## src/rtl/hazard_ctrl.sv

```systemverilog
// Hazard/forwarding controller for the 5-stage MIPS pipeline, plus mult/div busy tracking.
// Define HAZARD_STATS_EN to add the stall_cnt / md_stall_cnt performance counters.
module hazard_ctrl #(
  parameter int MULT_CYCLES = 5,
  parameter int DIV_CYCLES  = 10
) (
  input  logic        clk,
  input  logic        reset,
  input  logic [4:0]  d_rs,
  input  logic [4:0]  d_rt,
  input  logic [1:0]  d_rs_tuse,
  input  logic [1:0]  d_rt_tuse,
  input  logic [4:0]  d_dst,
  input  logic [1:0]  d_tnew,
  input  logic        d_link,
  input  logic [1:0]  d_md_start,
  input  logic        d_md_use,
  output logic        stall,
  output logic [2:0]  fwd_rs_d,
  output logic [2:0]  fwd_rt_d,
  output logic [2:0]  fwd_rs_e,
  output logic [2:0]  fwd_rt_e,
  output logic [2:0]  fwd_rt_m
`ifdef HAZARD_STATS_EN
  ,
  output logic [31:0] stall_cnt,
  output logic [31:0] md_stall_cnt
`endif
);

  localparam logic [2:0] mf_rd   = 3'd0;
  localparam logic [2:0] mf_pc4e = 3'd1;
  localparam logic [2:0] mf_ao   = 3'd2;
  localparam logic [2:0] mf_pc4m = 3'd3;
  localparam logic [2:0] mf_wd   = 3'd4;

  localparam int MD_MAX = (DIV_CYCLES > MULT_CYCLES) ? DIV_CYCLES : MULT_CYCLES;
  localparam int CW     = $clog2(MD_MAX + 1);

  logic [4:0]    e_dst_reg, e_rs_reg, e_rt_reg;
  logic [1:0]    e_tnew_reg;
  logic          e_link_reg;
  logic [4:0]    m_dst_reg, m_rt_reg;
  logic [1:0]    m_tnew_reg;
  logic          m_link_reg;
  // W always has tnew=0 and always forwards mf_wd, so only its destination matters.
  logic [4:0]    w_dst_reg;
  logic [CW-1:0] md_cnt_reg, md_cnt_next;

  logic [4:0] d_src  [2];
  logic [1:0] d_tuse [2];
  logic [2:0] d_sel  [2];
  logic [4:0] e_src  [2];
  logic [2:0] e_sel  [2];
  logic [1:0] op_stall;
  logic       md_stall;

  assign d_src[0]  = d_rs;
  assign d_src[1]  = d_rt;
  assign d_tuse[0] = d_rs_tuse;
  assign d_tuse[1] = d_rt_tuse;
  assign e_src[0]  = e_rs_reg;
  assign e_src[1]  = e_rt_reg;

  generate
    for (genvar gi = 0; gi < 2; gi++) begin : g_dop
      logic       hit_e, hit_m, hit_w, stl;
      logic [1:0] tnew_y;
      logic [2:0] sel;

      assign hit_e = (d_src[gi] != 5'd0) && (e_dst_reg == d_src[gi]);
      assign hit_m = (d_src[gi] != 5'd0) && (m_dst_reg == d_src[gi]);
      assign hit_w = (d_src[gi] != 5'd0) && (w_dst_reg == d_src[gi]);

      // Youngest matching stage decides both the select and the latency compared to tuse.
      always_comb begin
        sel    = mf_rd;
        tnew_y = 2'd0;
        if (hit_e) begin
          tnew_y = e_tnew_reg;
          if (e_tnew_reg == 2'd0 && e_link_reg) sel = mf_pc4e;
        end else if (hit_m) begin
          tnew_y = m_tnew_reg;
          if (m_tnew_reg == 2'd0) sel = m_link_reg ? mf_pc4m : mf_ao;
        end else if (hit_w) begin
          sel = mf_wd;
        end
        stl = (d_tuse[gi] != 2'd3) && (tnew_y > d_tuse[gi]);
      end

      assign d_sel[gi]    = sel;
      assign op_stall[gi] = stl;
    end

    for (genvar gi = 0; gi < 2; gi++) begin : g_eop
      logic       hit_m, hit_w;
      logic [2:0] sel;

      assign hit_m = (e_src[gi] != 5'd0) && (m_dst_reg == e_src[gi]);
      assign hit_w = (e_src[gi] != 5'd0) && (w_dst_reg == e_src[gi]);

      always_comb begin
        sel = mf_rd;
        if (hit_m) begin
          if (m_tnew_reg == 2'd0) sel = m_link_reg ? mf_pc4m : mf_ao;
        end else if (hit_w) begin
          sel = mf_wd;
        end
      end

      assign e_sel[gi] = sel;
    end
  endgenerate

  assign fwd_rs_d = d_sel[0];
  assign fwd_rt_d = d_sel[1];
  assign fwd_rs_e = e_sel[0];
  assign fwd_rt_e = e_sel[1];
  assign fwd_rt_m = ((m_rt_reg != 5'd0) && (w_dst_reg == m_rt_reg)) ? mf_wd : mf_rd;

  assign md_stall = (md_cnt_reg != '0) && (d_md_use || (d_md_start != 2'b00));
  assign stall    = (|op_stall) | md_stall;

  always_comb begin
    md_cnt_next = md_cnt_reg;
    if (!stall && d_md_start == 2'b01) begin
      md_cnt_next = CW'(MULT_CYCLES);
    end else if (!stall && d_md_start == 2'b10) begin
      md_cnt_next = CW'(DIV_CYCLES);
    end else if (md_cnt_reg != '0) begin
      md_cnt_next = md_cnt_reg - CW'(1);
    end
  end

  always_ff @(posedge clk) begin
    if (reset) begin
      e_dst_reg  <= 5'd0;
      e_rs_reg   <= 5'd0;
      e_rt_reg   <= 5'd0;
      e_tnew_reg <= 2'd0;
      e_link_reg <= 1'b0;
      m_dst_reg  <= 5'd0;
      m_rt_reg   <= 5'd0;
      m_tnew_reg <= 2'd0;
      m_link_reg <= 1'b0;
      w_dst_reg  <= 5'd0;
      md_cnt_reg <= '0;
    end else begin
      w_dst_reg  <= m_dst_reg;
      m_dst_reg  <= e_dst_reg;
      m_rt_reg   <= e_rt_reg;
      m_link_reg <= e_link_reg;
      m_tnew_reg <= (e_tnew_reg == 2'd0) ? 2'd0 : e_tnew_reg - 2'd1;
      if (stall) begin
        e_dst_reg  <= 5'd0;
        e_rs_reg   <= 5'd0;
        e_rt_reg   <= 5'd0;
        e_tnew_reg <= 2'd0;
        e_link_reg <= 1'b0;
      end else begin
        e_dst_reg  <= d_dst;
        e_rs_reg   <= d_rs;
        e_rt_reg   <= d_rt;
        e_tnew_reg <= d_tnew;
        e_link_reg <= d_link;
      end
      md_cnt_reg <= md_cnt_next;
    end
  end

`ifdef HAZARD_STATS_EN
  logic [31:0] stall_cnt_reg, md_stall_cnt_reg;

  always_ff @(posedge clk) begin
    if (reset) begin
      stall_cnt_reg    <= 32'd0;
      md_stall_cnt_reg <= 32'd0;
    end else begin
      if (stall)    stall_cnt_reg    <= stall_cnt_reg + 32'd1;
      if (md_stall) md_stall_cnt_reg <= md_stall_cnt_reg + 32'd1;
    end
  end

  assign stall_cnt    = stall_cnt_reg;
  assign md_stall_cnt = md_stall_cnt_reg;
`endif

endmodule

```

## config.mk

```make
export PLATFORM = sky130hd
export DESIGN_NAME = hazard_ctrl
export DESIGN_NICKNAME = d
export VERILOG_FILES = /design/src/rtl/hazard_ctrl.sv
export SDC_FILE = /design/constraint.sdc
export NUM_CORES = 1
export LEC_CHECK = 0
export ABC_AREA = 1
export CAP_MARGIN = 25
export CELL_PAD_IN_SITES_DETAIL_PLACEMENT = 1
export CELL_PAD_IN_SITES_GLOBAL_PLACEMENT = 1
export CORE_UTILIZATION = 35
export CTS_CLUSTER_DIAMETER = 60
export DETAILED_ROUTE_END_ITERATION = 10
export GPL_TIMING_DRIVEN = 0
export PLACE_DENSITY = 0.77
export SLEW_MARGIN = 40
export SYNTH_ARGS = -nofsm -noshare
export SYNTH_HDL_FRONTEND = slang
export SYNTH_SLANG_ARGS = --single-unit
```

## constraint.sdc

```tcl
create_clock -name clk -period 2.05 [get_ports clk]
set_input_delay 0.41 -clock clk [delete_from_list [all_inputs] [get_ports clk]]
set_output_delay 0.41 -clock clk [all_outputs]
set_load 0.05 [all_outputs]
```

==> results of run 1 <==
-- stage by stage --
step                total power, mW  setup slack, ns  cells  setup TNS, ns  area (um2)
finish                         3.80           -0.697    521         -10.90        4010
global route                   4.00           -0.803    521         -13.58        4010
CTS                            3.45           -0.484    518          -4.58        3600
detailed placement             2.51            -1.59    494         -26.37        3110
global placement               2.45            -1.54    494         -24.45        3110
floorplan                      2.11           -0.135    362         -0.166        2630
-- layer usage --
layer	track usage, %	share of wire, %	vias to the layer above
met5	0	0	-
met4	9.09	3.9	0
met3	3.58	2.9	29
met2	45.1	53	70
met1	26.8	41	1254
li1	-	-	1202
-- Yosys cell counts --
| library cell | count |
|---|---|
| nor2_4 | 1 |
| nand3_2 | 2 |
| a211oi_1 | 1 |
| inv_1 | 63 |
| nor3_1 | 5 |
| conb_1 | 1 |
| nor2_8 | 1 |
| xor2_1 | 17 |
| buf_2 | 10 |
| xnor2_1 | 36 |
| nand4_4 | 1 |
| a21oi_1 | 3 |
| o21bai_1 | 1 |
| buf_4 | 2 |
| ha_1 | 6 |
| nand2_1 | 41 |
| nor2_1 | 66 |
| nand4_1 | 4 |
| nor3_2 | 2 |
| clkbuf_1 | 2 |
| dfxtp_1 | 40 |
| nand2_2 | 5 |
| buf_6 | 5 |
| o21ai_0 | 3 |
| nand4_2 | 2 |
| or2_2 | 1 |
| nor2_2 | 14 |
| nand3_1 | 26 |
-- layout make-up --
cell class              instances  area, um2  area share (%)
well taps                      96        120            3.00
inverters                      63        236            5.90
plain buffers                  17        146            3.65
clock buffers                   5       68.8            1.72
repair buffers                 57        584            14.6
multi-input cells             240       1990            49.6
flip-flops and latches         40        823            20.5
clock inverters                 3       42.5            1.06
-- repair_timing --
item / in CTS / in global routing
gates cloned: 1 / 0
endpoints found under the hold margin: 0 / 0
resized for setup: 164 / 109
buffers inserted: 15 / 5
setup endpoints to repair: 36 / 35
pin swaps: 23 / 36
-- worst min path at each step --
stage | endpoint | slack (ns)
floorplan | m_tnew_reg[0] | 0.40
global placement | m_tnew_reg[0] | 0.44
detailed placement | m_tnew_reg[0] | 0.43
CTS | e_rs_reg[0] | 0.34
global route | e_rs_reg[0] | 0.38
finish | e_rs_reg[1] | 0.38
-- power by group --
part | internal [mW] | leakage [nW] | total (mW) | switching [mW]
logic | 0.854 | 1.38 | 2.06 | 1.20
registers | 0.910 | 0.331 | 1.06 | 0.147
clock network | 0.361 | 0.0541 | 0.689 | 0.329
total | 2.13 | 1.76 | 3.80 | 1.68
-- cells by family after synthesis --
group | count (synthesis) | share of synthesized area, %
simple gates | 171 | 32.0
flops | 40 | 31.1
other cells | 1 | 0.145
compound gates | 8 | 1.75
fa+ha+maj | 6 | 2.91
buf+inv | 82 | 14.2
xor+xnor | 53 | 18.0
-- worst register-to-register path, cell delays in order (launching register included) --
cell and delay (ns):
dfxtp_4 0.38, xnor2_2 0.19, nand2_1 0.13, nor2_2 0.12
nand3_2 0.14, nand3_2 0.13, nand2_1 0.11, ha_4 0.29
inv_1 0.04, o21bai_2 0.15, nand2_4 0.08, buf_4 0.14
buf_6 0.12, nand4_4 0.12, buf_8 0.18, nor2_1 0.05
==> impl_metrics.env, run 1 <==
export IMPL_violations="negative setup slack"
export IMPL_finalHoldViolations=0
export IMPL_rr_worst_depth=15
export IMPL_powerDensity_nw_per_um2=949
export IMPL_grt_util_all_layers_pct=23.9
export IMPL_crit_path_end="stall"
export IMPL_path_delay_family="simple AND/OR/NAND/NOR gates"
export IMPL_die_w_um=87.8
export IMPL_dieArea_um2=7710
export IMPL_setup_slack_ns=-0.697
export IMPL_nFillCells=818
export IMPL_crit_fanout=5
export IMPL_max_freq_mhz=364
export IMPL_antenna_found_initial=0
export IMPL_finalCritPeriodShare_pct=134
export IMPL_cts_made_buffers=5
export IMPL_synth_cell_types=28
export IMPL_drv_slew=0
export IMPL_drc=0
export IMPL_final_util_pct=57.7
export IMPL_path_class="input port to primary output"
export IMPL_holdWs_ns=0.379
export IMPL_port_buffers=36
export IMPL_clkSinkCount=40
export IMPL_grt_pass1_wl_mm=13.6
export IMPL_initialDrtViolationCount=66
export IMPL_netlist_area_um2=2580
export IMPL_crit_reg2reg_launch="e_dst_reg[2]"
export IMPL_firstDrtPassIters=4
export IMPL_grt_overflow_total=0
export IMPL_synth_top_area_cell="dfxtp_1"
export IMPL_hp_start="d_rs[1]"
export IMPL_path_cells="buf_2 -> inv_1 -> nand4_2 -> nand2_1 -> inv_1 -> nand3_2 -> nor2_2 -> nor2_1 -> ha_1 -> nand2_1 -> nand2_1 -> inv_2 -> nand2_4 -> nand3_4 -> buf_8"
export IMPL_critPathCaptureType="primary output"
export IMPL_cts_max_level=2
export IMPL_slowest_stage="ha_1"
export IMPL_setup_viol=34
export IMPL_drt_total_wl_mm=9.85
export IMPL_maxCapViolations=0
export IMPL_clock_skew_ns=0.00562
export IMPL_cts_hold_buf=0
export IMPL_cts_tree="yes"
export IMPL_startpoint="d_rt[4]"
export IMPL_layout_common_cells="inv_1, nor2_1, dfxtp_1, nand2_1, nor2_2"
export IMPL_start_util_pct=37.1
export IMPL_rows=30
export IMPL_cts_buffer_depth=2
export IMPL_avgRoutedWirePerCell_um=18.9
export IMPL_finalNetCount=457
export IMPL_fp_dieH_um=87.8
export IMPL_cp_required_ns=1.64
export IMPL_maxSlewHeadroom_pct=56.2
export IMPL_drive_gt1_share_pct=43.1
export IMPL_ios=43
export IMPL_hold_class="input port to register"
export IMPL_max_stage_delay_ns=0.28
export IMPL_diodes=0
export IMPL_synth_seq_area_share_pct=31.1
export IMPL_ys_ff_latch=40
export IMPL_clkTransAtPathRegs_ns=0.09
export IMPL_worst_path_buf_inv=5
export IMPL_synth_top_area_share_pct=31.1
export IMPL_outcome="finished, violations left"
export IMPL_hold_depth=3
export IMPL_first_global_vias=2651
export IMPL_cp_start_kind="input port"
export IMPL_timing_critical_path_mode_cell="nand2_1"
export IMPL_peakVddDrop_v=0.000610
export IMPL_syn2layout_area_growth_pct=55.5
export IMPL_rsz0062_at_grt="yes"
export IMPL_worstMarginPinSlew_ns=0.657
export IMPL_drt_vias_per_instance=4.90
export IMPL_vias=2555
export IMPL_leakagePower_nw=1.76
export IMPL_yosysWarningCount=0
export IMPL_avgSynthCellArea_um2=7.14
export IMPL_netlist_instances=361
export IMPL_cts_root_buf="clkbuf_8"
export IMPL_cp_num_cells=15
export IMPL_r2r_slack_ns=-0.40
export IMPL_gp_congestion=0.820
export IMPL_synth_area_top_cells="dfxtp_1, xnor2_1, nor2_1"
export IMPL_grt_max_degree=14
export IMPL_dp_hpwl_mm=5.47
export IMPL_antenna_left=0
export IMPL_clock_latency_ns=0.32
export IMPL_reg2reg_to="e_dst_reg[1]"
export IMPL_cp_data_arrival_time_ns=2.34
export IMPL_coreArea_um2=6940
export IMPL_fin_crit_ns=2.75
export IMPL_layout_commonest_cell="inv_1"
(Power assumes the default switching activity.)
==> inputs of run 2 (changes only) <==
Clock period 2.05 ns to 2.45 ns, I/O delays scaled along.
==> run 2 against run 1 <==
Setup slack better by 0.40 ns. Routed wire length down 18%. Global-route usage down 5.4 points. Critical path depth down 3. Sequential share of layout area up 2.5 points. First-iteration DRC count up 18%. Non-clock buffer count down 3. The run still ends with negative setup slack left. Cell area down 13%.
==> impl_metrics.env, run 2 (same netlist as run 1, synthesis figures left out) <==
export IMPL_initialDrtViolationCount=78
export IMPL_drt_vias_per_instance=4.74
export IMPL_vias=2451
export IMPL_outcome="finished, violations left"
export IMPL_max_freq_mhz=364
export IMPL_clkTransAtPathRegs_ns=0.08
export IMPL_antenna_found_initial=0
export IMPL_cts_root_buf="clkbuf_8"
export IMPL_syn2layout_area_growth_pct=36.0
export IMPL_peakVddDrop_v=0.000539
export IMPL_port_buffers=36
export IMPL_coreArea_um2=6940
export IMPL_hold_class="input port to register"
export IMPL_dp_hpwl_mm=5.30
export IMPL_placed_area_um2=3080
export IMPL_drv_slew=0
export IMPL_layout_commonest_cell="nor2_1"
export IMPL_crit_fanout=5
export IMPL_fp_dieH_um=87.8
export IMPL_diodes=0
export IMPL_cts_buffer_depth=2
export IMPL_rsz0062_at_grt="yes"
export IMPL_fin_crit_ns=2.75
export IMPL_cp_data_arrival_time_ns=2.26
export IMPL_rr_worst_depth=14
export IMPL_ios=43
export IMPL_finalNetCount=454
export IMPL_start_util_pct=37.1
export IMPL_finalHoldViolations=0
export IMPL_grt_overflow_total=0
export IMPL_regArea_um2=808
export IMPL_total_power_mw=2.65
export IMPL_maxSlewHeadroom_pct=58.9
export IMPL_drc=0
export IMPL_cts_hold_buf=0
export IMPL_grt_util_all_layers_pct=18.5
export IMPL_cp_start_kind="register"
export IMPL_gp_congestion=0.856
export IMPL_multi_input_area_um2=1690
export IMPL_finalCritPeriodShare_pct=112
export IMPL_critPathCaptureType="primary output"
export IMPL_hold_depth=3
export IMPL_grt_pass1_wl_mm=10.8
export IMPL_drive_gt1_share_pct=29.2
export IMPL_final_setup_tns_ns=-0.349
export IMPL_dieArea_um2=7710
export IMPL_layout_common_cells="nor2_1, inv_1, nand2_1, dfxtp_1, xnor2_1"
export IMPL_clock_latency_ns=0.30
export IMPL_worstMarginPinSlew_ns=0.617
export IMPL_clock_skew_ns=0.00583
export IMPL_holdWs_ns=0.430
export IMPL_violations="negative setup slack"
export IMPL_firstDrtPassIters=4
export IMPL_final_cell_area_um2=3510
export IMPL_rows=30
export IMPL_first_global_vias=2293
export IMPL_nFillCells=867
export IMPL_grt_max_degree=13
export IMPL_setup_viol=4
export IMPL_avgRoutedWirePerCell_um=15.6
export IMPL_cts_made_buffers=5
export IMPL_cts_tree="yes"
export IMPL_path_class="register to primary output"
export IMPL_setup_slack_ns=-0.298
export IMPL_leakagePower_nw=1.64
export IMPL_cp_required_ns=1.96
export IMPL_drt_total_wl_mm=8.08
export IMPL_final_util_pct=50.5
export IMPL_antenna_left=0
export IMPL_die_w_um=87.8
export IMPL_cts_max_level=2
export IMPL_clkSinkCount=40
export IMPL_powerDensity_nw_per_um2=757
export IMPL_maxCapViolations=0
[run 2: critical path, stage by stage (launching register included)]
cell and delay, ns:
dfxtp_1 0.30, buf_4 0.17, xnor2_2 0.22, nand3_1 0.19, nor2_2 0.18, nand3_1 0.09, nand2_1 0.07, ha_1 0.24
nand2_1 0.09, nand2_1 0.09, nand2_4 0.10, nand3_4 0.07, buf_8 0.15
[run 2: final cells by class]
type / instances / share of cell area [%]
buffer: 19 / 4.10
clock buffer: 5 / 1.96
clock inverter: 2 / 0.357
inverter: 63 / 6.75
multi-input combinational: 240 / 48.1
sequential: 40 / 23.1
tap: 96 / 3.43
timing repair buffer: 52 / 12.3
[run 2: final timing paths]
check                     start             to  slack [ns]
setup / recovery   m_dst_reg[3]          stall       -0.30
hold / removal          d_rt[0]    e_rt_reg[0]        0.43
setup reg to reg   m_dst_reg[3]  e_tnew_reg[1]       -0.01
hold reg to reg   e_tnew_reg[0]  m_tnew_reg[0]        0.45
[run 2: repair_timing]
| item | in CTS | in global routing |
|---|---|---|
| pin swaps | 6 | 22 |
| buffers inserted | 1 | 15 |
| setup endpoints to repair | 36 | 21 |
| resized for setup | 62 | 69 |
[run 2: metrics by stage]
| stage | setup WS [ns] | instances |
|---|---|---|
| after floorplan | 0.00216 | 362 |
| after global placement | -1.32 | 494 |
| after detailed placement | -1.38 | 494 |
| after CTS | -0.254 | 502 |
| after global routing | -0.357 | 517 |
| final | -0.298 | 517 |
[run 2: power breakdown]
group          total, mW  switching (mW)  internal, mW
clock network      0.432           0.239         0.193
registers          0.863           0.104         0.760
logic               1.36           0.843         0.515
[run 2: per-layer routing]
| layer | global-route usage, % | share of wire (%) |
|---|---|---|
| met2 | 33.8 | 53 |
| met1 | 22.3 | 41 |
| met5 | 0 | 0 |
| met4 | 5.51 | 3.0 |
| met3 | 2.83 | 3.3 |
==> inputs of run 3 (changes only) <==
Settings changed: MAX_ROUTING_LAYER set to met4.
==> run 3 against run 2 <==
The flow still finishes with violations (negative setup slack). Clock-buffer cell count unchanged. Sequential power about the same. Setup slack improved by 0.093 ns. Clock skew barely moved. Critical path depth up 1. Routed wire length shrank 4.1%. Via count shrank 1.6%. Worst hold slack worse by 0.015 ns. Fmax up 3.5%. Cell area about the same. Global-route usage increased by 0.56 points. First-iteration DRC count fell by 2.6%. Largest power group unchanged.
==> impl_metrics.env, run 3 (same netlist as run 1, synthesis figures left out) <==
export IMPL_maxCapViolations=0
export IMPL_max_stage_delay_ns=0.30
export IMPL_drive_gt1_share_pct=28.5
export IMPL_worstMarginPinSlew_ns=0.591
export IMPL_antenna_left=0
export IMPL_holdWs_ns=0.414
export IMPL_final_cell_area_um2=3500
export IMPL_cts_buffer_depth=2
export IMPL_placed_area_um2=3080
export IMPL_finalHoldViolations=0
export IMPL_syn2layout_area_growth_pct=35.9
export IMPL_cts_root_buf="clkbuf_8"
export IMPL_top_layer_used="met4"
export IMPL_clock_latency_ns=0.31
export IMPL_clkTransAtPathRegs_ns=0.08
export IMPL_drc=0
export IMPL_gp_congestion=0.870
export IMPL_violations="negative setup slack"
export IMPL_dp_hpwl_mm=5.30
export IMPL_final_setup_tns_ns=-0.204
export IMPL_setup_slack_ns=-0.204
export IMPL_fp_dieH_um=87.8
export IMPL_slowest_stage="dfxtp_1"
export IMPL_fin_crit_ns=2.65
export IMPL_die_w_um=87.8
export IMPL_dr_wl_met3_um=294
export IMPL_grt_pass1_wl_mm=10.7
export IMPL_maxSlewHeadroom_pct=60.6
export IMPL_grt_util_all_layers_pct=19.1
export IMPL_final_util_pct=50.5
export IMPL_layout_commonest_cell="nor2_1"
export IMPL_cp_start_kind="register"
export IMPL_cts_tree="yes"
export IMPL_cts_max_level=2
export IMPL_wl_met2_mm=4.13
export IMPL_layout_common_cells="nor2_1, inv_1, nand2_1, dfxtp_1"
export IMPL_critPathCaptureType="primary output"
export IMPL_powerDensity_nw_per_um2=759
export IMPL_wl_met1_mm=3.16
export IMPL_coreArea_um2=6940
export IMPL_cp_data_arrival_time_ns=2.16
export IMPL_antenna_found_initial=0
export IMPL_timing_critical_path_mode_cell="nand2_1"
export IMPL_rows=30
export IMPL_clock_skew_ns=0.00631
export IMPL_worst_path_buf_inv=3
export IMPL_drv_slew=0
export IMPL_leakagePower_nw=1.64
export IMPL_avgRoutedWirePerCell_um=15.0
export IMPL_outcome="finished, violations left"
export IMPL_peakVddDrop_v=0.000509
export IMPL_grt_overflow_total=0
export IMPL_hold_class="input port to register"
export IMPL_crit_fanout=5
export IMPL_dieArea_um2=7710
export IMPL_cp_required_ns=1.96
export IMPL_first_global_vias=2294
export IMPL_diodes=0
export IMPL_clkSinkCount=40
export IMPL_path_cells="clkbuf_4 -> xnor2_2 -> nand3_1 -> nor2_2 -> nand3_1 -> nand2_1 -> ha_1 -> nand2_1 -> nand2_1 -> inv_2 -> nand2_4 -> nand3_4 -> buf_8"
export IMPL_grt_max_degree=13
export IMPL_start_util_pct=37.1
export IMPL_finalNetCount=454
export IMPL_ios=43
export IMPL_initialDrtViolationCount=76
export IMPL_finalCritPeriodShare_pct=108
export IMPL_cts_hold_buf=0
export IMPL_drt_total_wl_mm=7.76
export IMPL_vias=2413
export IMPL_cts_made_buffers=5
export IMPL_setup_viol=1
export IMPL_path_delay_family="simple AND/OR/NAND/NOR gates"
export IMPL_rsz0062_at_grt="yes"
export IMPL_max_freq_mhz=377
export IMPL_drt_vias_per_instance=4.67
export IMPL_firstDrtPassIters=4
export IMPL_path_class="register to primary output"
export IMPL_r2r_slack_ns=0.09
export IMPL_port_buffers=36
==> run 3: cell type report <==
type	count	area [um2]
clock buffers	5	68.8
inverters	63	236
repair buffers	52	428
fillers	866	3440
clock inverters	2	12.5
plain buffers	19	146
multi-input cells	240	1680
flip-flops and latches	40	808
well taps	96	120
==> run 3: path summary, 6_finish.rpt <==
kind | endpoint | from | cells past startpoint
min | e_rt_reg[0] | d_rt[0] | 3
max | stall | m_dst_reg[3] | 13
max reg2reg | e_tnew_reg[1] | m_dst_reg[3] | 14
min reg2reg | m_tnew_reg[0] | e_tnew_reg[0] | 1
==> run 3: metrics by stage <==
step                      total power, mW  setup WS, ns  std cells
after global routing                 2.84        -0.333        517
after floorplan                      1.76       0.00216        362
after global placement               2.04         -1.32        494
final                                2.66        -0.204        517
after CTS                            2.51        -0.254        502
after detailed placement             2.08         -1.38        494
==> run 3: timing repair <==
action,4_1_cts,5_1_grt
gates cloned,0,0
resized for setup,62,66
buffers inserted,1,15
pin swaps,6,22
endpoints found under the setup margin,36,21
==> run 3: per-layer routing <==
layer / GRT usage [%] / up-vias
li1: - / 1185
met1: 22.2 / 1160
met2: 33.8 / 50
met3: 2.83 / 18
met4: 5.51 / 0
met5: - / -
==> run 3: worst min-delay path, delay by kind of cell <==
family                 cells  cell delay (ns)
buffers and inverters      2             0.16
and+or+nand+nor            1             0.04
==> run 3: power breakdown <==
group	leakage, nW	switching [mW]	internal [mW]	total [mW]
combinational	1.28	0.836	0.517	1.35
sequential	0.328	0.101	0.759	0.860
clock	0.0400	0.252	0.193	0.445
total	1.64	1.19	1.47	2.66
